$ cat config.mk
export PLATFORM = sky130hd
export DESIGN_NAME = wb_slave_mem
export DESIGN_NICKNAME = d
export VERILOG_FILES = /design/src/rtl/wb_slave_mem.sv
export SDC_FILE = /design/constraint.sdc
export NUM_CORES = 1
export LEC_CHECK = 0
export BUFFER_PORTS_ARGS = -buffer_cell sky130_fd_sc_hd__clkbuf_2
export CAP_MARGIN = 0
export CORE_UTILIZATION = 38
export CTS_BUF_LIST = sky130_fd_sc_hd__clkbuf_16
export CTS_CLUSTER_SIZE = 12
export DETAILED_ROUTE_END_ITERATION = 6
export PLACE_DENSITY = 0.56
export SYNTH_ARGS = -nofsm -noshare
export SYNTH_HDL_FRONTEND = slang
export SYNTH_SLANG_ARGS = --single-unit
export TNS_END_PERCENT = 1
$ cat constraint.sdc
create_clock -name clk -period 2.9 [get_ports clk]
set_input_delay 0.145 -clock clk [delete_from_list [all_inputs] [get_ports clk]]
set_output_delay 0.145 -clock clk [all_outputs]
set_load 0.02 [all_outputs]
$ cat src/rtl/wb_slave_mem.sv
// Wishbone classic-cycle responder backed by a resettable register array.
// Decodes adr_i against BASE_ADDRESS, inserts WAIT_STATES idle cycles, then acks once.
module wb_slave_mem #(
    parameter int BASE_ADDRESS = 0,
    parameter int DATA_WIDTH   = 16,
    parameter int ADDR_WIDTH   = 16,
    parameter int DATA_COUNT   = 16,
    parameter int AU_IN_DATA   = 1,
    parameter int WAIT_STATES  = 1
) (
    input  logic                  clk,
    input  logic                  rst,
    input  logic                  cyc_i,
    input  logic                  stb_i,
    input  logic                  we_i,
    input  logic [ADDR_WIDTH-1:0] adr_i,
    input  logic [DATA_WIDTH-1:0] dat_i,
    output logic [DATA_WIDTH-1:0] dat_o,
    output logic                  ack_o,
    output logic [7:0]            wr_cnt,
    output logic [7:0]            rd_cnt
);

    localparam int IDX_W = (DATA_COUNT > 1) ? $clog2(DATA_COUNT) : 1;
    localparam logic [ADDR_WIDTH:0] BASE_W = (ADDR_WIDTH+1)'(BASE_ADDRESS);
    localparam logic [ADDR_WIDTH:0] AU_W   = (ADDR_WIDTH+1)'(AU_IN_DATA);
    localparam logic [ADDR_WIDTH:0] CNT_W  = (ADDR_WIDTH+1)'(DATA_COUNT);
    localparam logic [3:0]          WS_W   = 4'(WAIT_STATES);

    typedef enum logic [1:0] {S_IDLE, S_WAIT, S_ACK, S_RELEASE} state_t;

    state_t                state_q, state_d;
    logic [3:0]            wcnt_q, wcnt_d;
    logic                  we_q, we_d;
    logic                  hit_q, hit_d;
    logic [IDX_W-1:0]      idx_q, idx_d;
    logic [DATA_WIDTH-1:0] wdat_q, wdat_d;
    logic                  ack_q, ack_d;
    logic [DATA_WIDTH-1:0] rdat_q, rdat_d;
    logic [7:0]            wr_cnt_q, wr_cnt_d;
    logic [7:0]            rd_cnt_q, rd_cnt_d;
    logic                  mem_we;

    logic [DATA_COUNT-1:0][DATA_WIDTH-1:0] mem_q;

    // One extra bit on the offset so addresses below the base show up as a set MSB.
    logic [ADDR_WIDTH:0] off, word, rem;
    logic                hit;

    always_comb begin
        off  = {1'b0, adr_i} - BASE_W;
        word = off / AU_W;
        rem  = off % AU_W;
        hit  = !off[ADDR_WIDTH] && (rem == '0) && (word < CNT_W);
    end

    always_ff @(posedge clk or negedge rst) begin
        if (!rst) state_q <= S_IDLE;
        else      state_q <= state_d;
    end

    // S_WAIT is always visited so the ack lands WAIT_STATES+1 edges after capture,
    // even with WAIT_STATES=0 (the counter is simply already exhausted).
    always_comb begin
        state_d  = state_q;
        wcnt_d   = wcnt_q;
        we_d     = we_q;
        hit_d    = hit_q;
        idx_d    = idx_q;
        wdat_d   = wdat_q;
        ack_d    = 1'b0;
        rdat_d   = rdat_q;
        wr_cnt_d = wr_cnt_q;
        rd_cnt_d = rd_cnt_q;
        mem_we   = 1'b0;
        case (state_q)
            S_IDLE: begin
                if (cyc_i && stb_i) begin
                    we_d    = we_i;
                    wdat_d  = dat_i;
                    idx_d   = word[IDX_W-1:0];
                    hit_d   = hit;
                    wcnt_d  = WS_W;
                    state_d = S_WAIT;
                end
            end
            S_WAIT: begin
                if (!cyc_i) begin
                    state_d = S_IDLE;
                end else if (wcnt_q == 4'd0) begin
                    state_d = S_ACK;
                    ack_d   = 1'b1;
                    if (we_q) begin
                        if (hit_q) begin
                            mem_we   = 1'b1;
                            wr_cnt_d = wr_cnt_q + 8'd1;
                        end
                    end else begin
                        rdat_d = hit_q ? mem_q[idx_q] : '0;
                        if (hit_q) rd_cnt_d = rd_cnt_q + 8'd1;
                    end
                end else begin
                    wcnt_d = wcnt_q - 4'd1;
                end
            end
            S_ACK: begin
                state_d = S_RELEASE;
            end
            S_RELEASE: begin
                if (!stb_i) state_d = S_IDLE;
            end
            default: state_d = S_IDLE;
        endcase
    end

    always_ff @(posedge clk or negedge rst) begin
        if (!rst) begin
            wcnt_q   <= '0;
            we_q     <= 1'b0;
            hit_q    <= 1'b0;
            idx_q    <= '0;
            wdat_q   <= '0;
            ack_q    <= 1'b0;
            rdat_q   <= '0;
            wr_cnt_q <= '0;
            rd_cnt_q <= '0;
        end else begin
            wcnt_q   <= wcnt_d;
            we_q     <= we_d;
            hit_q    <= hit_d;
            idx_q    <= idx_d;
            wdat_q   <= wdat_d;
            ack_q    <= ack_d;
            rdat_q   <= rdat_d;
            wr_cnt_q <= wr_cnt_d;
            rd_cnt_q <= rd_cnt_d;
        end
    end

    always_ff @(posedge clk or negedge rst) begin
        if (!rst)        mem_q        <= '0;
        else if (mem_we) mem_q[idx_q] <= wdat_q;
    end

    assign dat_o  = rdat_q;
    assign ack_o  = ack_q;
    assign wr_cnt = wr_cnt_q;
    assign rd_cnt = rd_cnt_q;

endmodule
==> out/results.txt, run 1 <==
status - complete, no violations
Tot Pwr - 11.9 mW
Crit-path slowest cell - or3b_4
pre-CTS setup slack - 0.301 ns
Worst path most repeated cell - buf_4
Reg2Reg Setup Slack - 0.30 ns
#FFs+latches synth - 317
Routed Antenna Nets - 0
min-delay worst type - in2reg
Worst EP arrival - 3.00 ns
DP HPWL - 21,200 µm
unique cell type count in the Yosys netlist - 41
Chip Width - 196 µm
gr usage total - 18.1%
share of layout cells above drive strength 1 - 51.6%
Combinational Power Share - 17.6%
Switching Share - 31.3%
async set or reset register ratio after synthesis - 100%
die height - 196 µm
min-delay src - cyc_i
most common cell after layout, fill and taps aside - dfrtp_1
RSZ-0062 raised after global routing - false
Tcrit/Tclk final - 89.5%
CP Max Fanout - 18
Initial Utilization - 38.8%
Die Footprint - 38,400 µm²
area share of the largest cell type after synthesis - 55.4%
core area - 36,900 µm²
I/O Pins - 70
first-pass GRT wire length - 52,600 µm
RR Startpoint - wcnt_q[0]
Most used DFF post-synth - dfrtp_1
Layout Nets - 1,049
IO Port Bufs - 69
Post-Syn Instances - 887
setup slack after layout - 0.305 ns
TritonRoute pass-1 iters - 4
worst setup path start - wcnt_q[0]
Least-Margin Pin Slew - 0.826 ns
static leakage - 8.24 nW
per-cell routed wire length - 21.4 µm
CTS Sinks - 317
Tmin final - 2.60 ns
worst skew pair latency - 0.54 ns
endpoints failing hold - 0
delay of the slowest critical-path stage - 0.42 ns
P_int - 8.15 mW
Peak VDD IR - 0.462 mV
EDFF count, synth - 0
achievable clock frequency - 0.385 GHz
initial antenna violation count - 0
Root Driver - clkbuf_16
Final Non-Filler Cells - 1,538
# Max-Cap Violations - 0
Setup TNS Final - 0 ns
Area contributors post-synth - dfrtp_1 55%, mux2_2 22%, mux4_2 10%, mux2i_1 3.4%, buf_6 1.0%
# DRC - 0
clock tree buffer depth - 3
CP Capture Type - register
grt ovf - 0
worst clock skew - 0.0196 ns
syn_nets - 927
WP data required - 3.30 ns
met2 usage - 29.3%
CTS tree - yes
met1 global-route usage - 25.1%
CTS clk-pin slew, worst paths - 0.06 ns
Num CTS Buffers - 37
critical path cell sequence - inv_1 -> ha_1 -> or3b_4 -> or2_1 -> buf_4 -> nor4_4 -> buf_4 -> mux2_2
Seq pwr share - 45.5%
average size of a mapped cell - 16.1 µm²
most frequent cells in the layout - 314 x dfrtp_1, 278 x mux2_2, 68 x clkbuf_2
peak-usage layer in the global routing report - met2
CP startpoint kind - register
sequential fraction of the synthesis area - 55.4%
vias - 8,138
placed cell count - 1,447
final instance area - 16,900 µm²
Layout area overhead - 17.9%
clock share of power - 36.8%
vias per cell - 5.29
leading area contributor after synthesis - dfrtp_1
cell row count - 70
final setup vio count - 0
CP Class - reg2reg
final WL - 32,900 µm
slew margin rel. - 45.0%
power density over cell area - 702 nW/µm²
vias in the first global route - 8,678
placed instance area - 15,500 µm²
Synth Warn # - 0
Antenna diodes - 0
placer congestion estimate - 0.759
met3 Use GR - 2.65%
Starting DRT DRC Count - 427
pin count of the biggest net entering global routing - 86
max-slew violation count - 0
Net Switching - 3.71 mW
synthesized cell area - 14,300 µm²
H-tree depth - 2
==> worst max-delay path, delay by kind of cell (launching register included) <==
family / cells / cell delay (ns)
fa+ha+maj: 1 / 0.17
simple gates: 3 / 0.93
mux: 1 / 0.36
flops: 1 / 0.40
buf+inv: 3 / 0.60
==> metrics by stage <==
stage / utilization [%] / hold slack, ns
finish: 45.8 / 0.149
global route: 45.8 / 0.194
CTS: 45.8 / 0.126
detailed placement: 42.0 / 0.171
global placement: 42.0 / 0.173
floorplan: - / -0.151
==> synthesized netlist by cell type, types with 4 or more instances <==
| cell type | n |
|---|---|
| a22o_1 | 16 |
| buf_1 | 23 |
| buf_2 | 8 |
| buf_4 | 4 |
| buf_6 | 13 |
| clkbuf_1 | 16 |
| dfrtp_1 | 317 |
| inv_1 | 6 |
| mux2_2 | 278 |
| mux2i_1 | 48 |
| mux4_2 | 64 |
| nand2_1 | 7 |
| nand4_1 | 8 |
| nor2_1 | 5 |
| nor3_2 | 4 |
| nor3_4 | 8 |
| nor4_1 | 7 |
| nor4_4 | 4 |
| xnor2_1 | 14 |
==> per-layer routing <==
layer / wire, µm / vias to the layer above
li1: - / 3564
met1: 15300 / 4377
met2: 15700 / 148
met3: 1130 / 49
met4: 772 / 0
met5: 0 / -
==> cell type report <==
cell class | instances | area (µm²)
Multi-Input combinational cell | 499 | 6010
Timing Repair Buffer | 148 | 1140
Sequential cell | 317 | 7940
Inverter | 6 | 22.5
Tap cell | 504 | 631
Clock buffer | 38 | 951
Fill cell | 3258 | 20000
Clock inverter | 26 | 186
==> logic make-up (layout without fill, tap and decap cells) <==
group,count (synthesis),after routing,share of synthesized area (%)
muxes,391,391,35.4
AOI/OAI and AO/OA,22,22,1.21
adders and majority gates,3,3,0.262
xor gates and xnor gates,16,16,0.979
buffers and inverters,71,218,2.83
and+or+nand+nor,67,67,3.92
DFF,317,317,55.4
==> flip-flops by register name (all words and copies together), names as in the netlist, named ones only <==
signal	flops
dat_o	16
ack_o	1
wcnt_q	4
state_q	1
hit_q	1
wr_cnt	8
idx_q	4
wdat_q	16
rd_cnt	8
we_q	1
mem_q	256
==> worst paths after layout <==
kind                         endpoint  depth (start not counted)
setup / recovery            mem_q[25]                          8
hold / removal              wcnt_q[0]                          5
setup reg to reg            mem_q[25]                          8
hold reg to reg             wr_cnt[7]                          1
max in group asynchronous  mem_q[156]                          3
min in group asynchronous   mem_q[83]                          2
==> power by group through the flow <==
stage | Combinational (mW) | Sequential, mW | Clock (mW)
2_1_floorplan | 1.71 | 4.92 | 0
3_3_place_gp | 2.10 | 5.49 | 0
3_5_place_dp | 2.10 | 5.49 | 0
4_1_cts | 2.14 | 5.41 | 4.50
5_1_grt | 2.26 | 5.48 | 4.67
6_report | 2.09 | 5.40 | 4.37
==> timing repair <==
| action | CTS | global route |
|---|---|---|
| gates resized for setup | 0 | 0 |
| endpoints found under the hold margin | 96 | 0 |
| hold buffers | 27 | 0 |
| buffers inserted | 0 | 0 |
(Power assumes the default switching activity.)
==> inputs of run 2 (changes only) <==
- ABC_AREA: unset -> 1
==> out/results.txt, run 2 <==
status - complete, no violations (unchanged)
EDFF count, synth - 0 (unchanged)
Routed Antenna Nets - 0 (unchanged)
first-pass GRT wire length - 68,000 µm (was 52,600 µm)
core area - 37,800 µm² (was 36,900 µm²)
critical path cell sequence - inv_1 -> ha_1 -> nand3_2 -> nor2_8 -> nand2_4 -> clkinv_2 -> buf_4 -> nand3_4 -> nand2_1 -> o21ai_2 (was inv_1 -> ha_1 -> or3b_4 -> or2_1 -> buf_4 -> nor4_4 -> buf_4 -> mux2_2)
most frequent cells in the layout - 1,025 x nand2_1, 315 x dfrtp_1, 165 x o21ai_1 (was 314 x dfrtp_1, 278 x mux2_2, 68 x clkbuf_2)
IO Port Bufs - 69 (unchanged)
cells on worst reg2reg path - 10 (was 8)
Seq pwr share - 40.0% (was 45.5%)
Switching Share - 36.2% (was 31.3%)
CP Capture Type - register (unchanged)
power density over cell area - 712 nW/µm² (was 702 nW/µm²)
Combinational Power Share - 23.4% (was 17.6%)
sequential fraction of the synthesis area - 54.1% (was 55.4%)
reg2reg end - mem_q[78] (was mem_q[25])
vias per cell - 4.94 (was 5.29)
Layout Nets - 1,976 (was 1,049)
count leader, synth - nand2_1 (was dfrtp_1)
DP HPWL - 25,200 µm (was 21,200 µm)
CTS clk-pin slew, worst paths - 0.06 ns (about the same)
Root Driver - clkbuf_16 (unchanged)
Initial Utilization - 38.7% (was 38.8%)
Final Non-Filler Cells - 2,471 (was 1,538)
share of layout cells above drive strength 1 - 9.64% (was 51.6%)
Crit-path slowest cell - nand3_4 (was or3b_4)
clock tree buffer depth - 3 (unchanged)
Antenna diodes - 0 (unchanged)
static leakage - 8.67 nW (was 8.24 nW)
I/O Pins - 70 (unchanged)
worst skew pair latency - 0.53 ns (was 0.54 ns)
Reg2Reg Setup Slack - 0.55 ns (was 0.30 ns)
P_int - 7.68 mW (was 8.15 mW)
Net Switching - 4.36 mW (was 3.71 mW)
RSZ-0062 raised after global routing - false (unchanged)
Synth Warn # - 0 (unchanged)
Starting DRT DRC Count - 916 (was 427)
CP Class - reg2reg (unchanged)
Layout area overhead - 15.4% (was 17.9%)
synthesized cell area - 14,700 µm² (was 14,300 µm²)
achievable clock frequency - 0.426 GHz (was 0.385 GHz)
max-slew violation count - 0 (unchanged)
initial antenna violation count - 0 (unchanged)
syn_nets - 1,921 (was 927)
clock share of power - 36.7% (was 36.8%)
worst clock skew - 0.00907 ns (was 0.0196 ns)
Top reg by flops - mem_q (unchanged)
average size of a mapped cell - 7.79 µm² (was 16.1 µm²)
placer congestion estimate - 0.788 (was 0.759)
per-cell routed wire length - 17.0 µm (was 21.4 µm)
gr usage total - 22.5% (was 18.1%)
final setup vio count - 0 (unchanged)
vias - 12.2k (was 8,138)
vias in the first global route - 11.9k (was 8,678)
area share of the largest cell type after synthesis - 54.1% (was 55.4%)
CTS tree - yes (unchanged)
WP data required - 3.29 ns (was 3.30 ns)
endpoints failing hold - 0 (unchanged)
pin count of the biggest net entering global routing - 93 (was 86)
# DRC - 0 (unchanged)
async set or reset register ratio after synthesis - 100% (unchanged)
leading area contributor after synthesis - dfrtp_1 (unchanged)
CP Max Fanout - 32 (was 18)
CP startpoint kind - register (unchanged)
delay of the slowest critical-path stage - 0.41 ns (was 0.42 ns)
max reg flops - 256 (unchanged)
Peak VDD IR - 0.411 mV (was 0.462 mV)
CTS Sinks - 317 (unchanged)
Post-synth top cells - 1,025 x nand2_1, 317 x dfrtp_1, 165 x o21ai_1 (was 317 x dfrtp_1, 278 x mux2_2, 64 x mux4_2)
final WL - 42,100 µm (was 32,900 µm)
H-tree depth - 2 (unchanged)
RR Startpoint - wcnt_q[0] (unchanged)
Num CTS Buffers - 37 (unchanged)
# Max-Cap Violations - 0 (unchanged)
die height - 198 µm (was 196 µm)
Worst EP arrival - 2.74 ns (was 3.00 ns)
Tmin final - 2.35 ns (was 2.60 ns)
Area contributors post-synth - dfrtp_1 54%, nand2_1 26%, o21ai_1 5.6%, o21ai_0 4.2%, clkbuf_1 1.8% (was dfrtp_1 55%, mux2_2 22%, mux4_2 10%, mux2i_1 3.4%, buf_6 1.0%)
final hold slack - 0.223 ns (was 0.149 ns)
cell row count - 71 (was 70)
placed cell count - 2,381 (was 1,447)
Chip Width - 198 µm (was 196 µm)
post-CTS setup buffer count - 0 (unchanged)
Tcrit/Tclk final - 81.0% (was 89.5%)
grt ovf - 0 (unchanged)
min-delay worst type - in2async (was in2reg)
Most used DFF post-synth - dfrtp_1 (unchanged)
Post-Syn Instances - 1,881 (was 887)
slew margin rel. - 47.5% (was 45.0%)
most common cell after layout, fill and taps aside - nand2_1 (was dfrtp_1)
unique cell type count in the Yosys netlist - 33 (was 41)
TritonRoute pass-1 iters - 5 (was 4)
Die Footprint - 39,300 µm² (was 38,400 µm²)
#FFs+latches synth - 317 (unchanged)
Least-Margin Pin Slew - 0.787 ns (was 0.826 ns)
Setup TNS Final - 0 ns (unchanged)
## run 2: changes by cell type after synthesis, sizes merged, moves of 12 or more
cell,change
a22o,-16
clkbuf,+54
inv,+40
mux2,-279
mux2i,-48
mux4,-64
nand2,+1020
nand3,+15
nor2,+15
nor3,-12
o21ai,+296
## run 2: cell families (layout without fill, tap and decap cells)
| family | Yosys count | count (layout) | synth area share, % |
|---|---|---|---|
| AND/OR/NAND/NOR | 1076 | 1076 | 28.9 |
| XOR/XNOR | 13 | 13 | 0.777 |
| adder cells (fa/ha/maj) | 3 | 3 | 0.256 |
| AO/OA/AOI/OAI | 304 | 304 | 10.7 |
| buffers and inverters | 168 | 247 | 5.29 |
| flip-flops | 317 | 317 | 54.1 |
## run 2: power by group through the flow
stage | registers (mW) | clock network (mW) | logic (mW)
after global placement | 4.88 | 0 | 2.79
after detailed placement | 4.89 | 0 | 2.80
after global routing | 4.84 | 4.67 | 3.04
final | 4.81 | 4.41 | 2.81
after floorplan | 4.77 | 0 | 1.66
after CTS | 4.81 | 4.51 | 2.83
## run 2: what timing repair did
action                                 4_1_cts  5_1_grt
gates resized for setup                      0        0
setup endpoints to repair                    0        0
hold buffers                                27        0
endpoints found under the hold margin      105        0
## run 2: worst max-delay path, delay by kind of cell (launching register included)
family / cells / cell delay, ns
and+or+nand+nor: 5 / 1.09
buffers and inverters: 3 / 0.45
DFF: 1 / 0.40
adders and majority gates: 1 / 0.19
AOI/OAI and AO/OA: 1 / 0.07
## run 2: worst max-delay path by stage
stage	from	to	slack (ns)	cells past startpoint
2_1_floorplan	wcnt_q[0]	mem_q[69]	1.10	11
3_3_place_gp	wcnt_q[0]	mem_q[74]	0.60	10
3_5_place_dp	wcnt_q[0]	mem_q[70]	0.53	10
4_1_cts	wcnt_q[0]	mem_q[70]	0.52	10
5_1_grt	wcnt_q[0]	mem_q[70]	0.31	10
6_report	wcnt_q[0]	mem_q[78]	0.55	10
## run 2: per-layer routing
| metal | vias to the layer above | part of all wire [%] | wire [µm] | GRT usage, % |
|---|---|---|---|---|
| li1 | 6019 | - | - | - |
| met1 | 5875 | 48 | 20400 | 32.2 |
| met2 | 271 | 45 | 19100 | 36.1 |
| met3 | 53 | 4.3 | 1820 | 2.78 |
| met4 | 0 | 1.7 | 731 | 5.54 |
| met5 | - | 0 | 0 | 0 |
## run 2: final cells by class
cell class / instances / area [µm²]
Clock inverter: 24 / 151
Multi-Input combinational cell: 1396 / 5950
Fill cell: 3880 / 20900
Sequential cell: 317 / 7940
Tap cell: 511 / 639
Timing Repair Buffer: 136 / 1080
Clock buffer: 39 / 976
Inverter: 48 / 184
## run 2: through the flow
step           area, µm²  power, mW  util, %  setup slack, ns
4_1_cts            16900       12.2     44.7            0.516
2_1_floorplan      14700       6.43        -             1.10
3_5_place_dp       15500       7.68     41.0            0.530
3_3_place_gp       15500       7.67     41.0            0.603
5_1_grt            16900       12.6     44.7            0.311
6_report           16900       12.0     44.7            0.550
==> inputs of run 3 (changes only) <==
- PLACE_DENSITY: 0.56 -> 0.58
- clock period: 2.9 -> 2 ns (I/O delays scaled with it)
==> out/results.txt, run 3 (synthesized netlist as in run 2, its figures left out) <==
CP startpoint kind - register (unchanged)
CP Capture Type - register (unchanged)
# Max-Cap Violations - 0 (unchanged)
Setup TNS Final - 0 ns (unchanged)
max-slew violation count - 0 (unchanged)
vias in the first global route - 12.0k (was 11.9k)
vias per cell - 4.94 (about the same)
initial antenna violation count - 0 (unchanged)
most common cell after layout, fill and taps aside - nand2_1 (unchanged)
Final Non-Filler Cells - 2,509 (was 2,471)
Peak VDD IR - 0.650 mV (was 0.411 mV)
TritonRoute pass-1 iters - 5 (unchanged)
Routed Antenna Nets - 0 (unchanged)
Least-Margin Pin Slew - 0.710 ns (was 0.787 ns)
cell row count - 71 (unchanged)
CTS tree - yes (unchanged)
placed cell count - 2,410 (was 2,381)
pre-CTS setup slack - -0.0996 ns (was 0.530 ns)
final hold slack - 0.125 ns (was 0.223 ns)
max reg flops - 256 (unchanged)
Root Driver - clkbuf_16 (unchanged)
per-cell routed wire length - 16.6 µm (was 17.0 µm)
min-delay worst type - in2async (unchanged)
Die Footprint - 39,300 µm² (unchanged)
grt ovf - 0 (unchanged)
endpoints failing hold - 0 (unchanged)
Layout area overhead - 19.0% (was 15.4%)
worst clock skew - 0.0104 ns (was 0.00907 ns)
static leakage - 8.90 nW (was 8.67 nW)
DP HPWL - 25,900 µm (was 25,200 µm)
Worst EP arrival - 2.37 ns (was 2.74 ns)
status - complete, no violations (unchanged)
share of layout cells above drive strength 1 - 11.5% (was 9.64%)
placer congestion estimate - 0.783 (was 0.788)
Tot Pwr - 17.9 mW (was 12.0 mW)
CP Class - reg2reg (unchanged)
setup slack after layout - 0.106 ns (was 0.550 ns)
Chip Width - 198 µm (unchanged)
gr usage total - 22.1% (was 22.5%)
Starting DRT DRC Count - 831 (was 916)
first-pass GRT wire length - 67,300 µm (was 68,000 µm)
core area - 37,800 µm² (unchanged)
IO Port Bufs - 69 (unchanged)
RSZ-0062 raised after global routing - false (unchanged)
final WL - 41,600 µm (was 42,100 µm)
Tcrit/Tclk final - 94.7% (was 81.0%)
Antenna diodes - 0 (unchanged)
worst skew pair latency - 0.53 ns (about the same)
pin count of the biggest net entering global routing - 64 (was 93)
Tmin final - 1.89 ns (was 2.35 ns)
final setup vio count - 0 (unchanged)
CTS clk-pin slew, worst paths - 0.06 ns (about the same)
slew margin rel. - 52.6% (was 47.5%)
WP data required - 2.47 ns (was 3.29 ns)
H-tree depth - 2 (unchanged)
die height - 198 µm (unchanged)
clock tree buffer depth - 3 (unchanged)
power density over cell area - 1030 nW/µm² (was 712 nW/µm²)
Num CTS Buffers - 37 (unchanged)
vias - 12.4k (was 12.2k)
achievable clock frequency - 0.528 GHz (was 0.426 GHz)
# DRC - 0 (unchanged)
Top reg by flops - mem_q (unchanged)
CTS Sinks - 317 (unchanged)
fillers - 3,838 (was 3,880)
Layout Nets - 2,014 (was 1,976)
I/O Pins - 70 (unchanged)
CP Max Fanout - 10 (was 32)
Initial Utilization - 38.7% (unchanged)
most frequent cells in the layout - 1,025 x nand2_1, 315 x dfrtp_1, 165 x o21ai_1 (unchanged)
## run 3: changes by cell type in the layout (fill, tap and decap cells not counted)
cell      previous run  this run
clkinv_2             4         5
clkinv_8             0         1
buf_4               28        43
clkinv_1             9         7
buf_12              12        24
buf_6                0         7
nor2_2               4         5
nand3_4              6        10
nand2_4              1         0
nor2_1              13        12
nand2_8              0         1
## run 3: stage by stage
| stage | util [%] | area, µm² |
|---|---|---|
| after floorplan | - | 14700 |
| final | 46.1 | 17400 |
| after detailed placement | 42.0 | 15900 |
| after CTS | 45.9 | 17400 |
| after global routing | 46.1 | 17400 |
| after global placement | 42.0 | 15900 |
## run 3: power breakdown
| group | leakage, nW | switching [mW] | internal (mW) |
|---|---|---|---|
| clock | 0.596 | 2.63 | 3.75 |
| sequential | 4.36 | 0.190 | 6.69 |
| combinational | 3.94 | 3.59 | 1.04 |
| total | 8.90 | 6.41 | 11.5 |
## run 3: final timing paths
path / startpoint / slack (ns) / cells past startpoint / endpoint
worst max register to register: wcnt_q[0] / 0.11 / 10 / dat_o[7]
min in group clk: dat_i[6] / 0.32 / 4 / wdat_q[6]
worst min register to register: rd_cnt[7] / 0.47 / 1 / rd_cnt[7]
worst max-delay path: wcnt_q[0] / 0.11 / 10 / dat_o[7]
worst min-delay path: rst / 0.13 / 2 / asynchronous set/reset pin
max in group asynchronous: rst / 1.09 / 4 / mem_q[10]
## run 3: final cells by class
class	count	area [µm²]	area share, %
Sequential cell	317	7940	45.5
Multi-Input combinational cell	1400	6030	34.6
Timing Repair Buffer	170	1510	8.64
Clock buffer	39	976	5.60
Tap cell	511	639	3.67
Inverter	48	195	1.12
Clock inverter	24	154	0.882
## run 3: what timing repair did
action | CTS | global route
hold buffers | 27 | 0
pin swaps | 4 | 1
hold endpoints to repair | 233 | 0
setup buffers | 0 | 5
gates cloned | 4 | 0
gates resized for setup | 5 | 11
setup endpoints to repair | 66 | 198
## run 3: per-layer routing
metal	share of wire [%]	up-vias	routed length (µm)	track usage, %
met1	47	5911	19700	31.0
met3	4.6	60	1920	2.81
met4	2.3	0	963	6.06
met5	0	-	0	0
li1	-	6108	-	-
met2	46	319	19000	35.7
## run 3: critical path: stages, from the launching register on
cell and delay (ns):
dfrtp_1 0.40, inv_1 0.09, ha_1 0.20, nand3_2 0.15, nor2_8 0.15, nand3_1 0.13, inv_1 0.19, buf_12 0.16
o21ai_1 0.13, buf_4 0.18, nand2_1 0.05
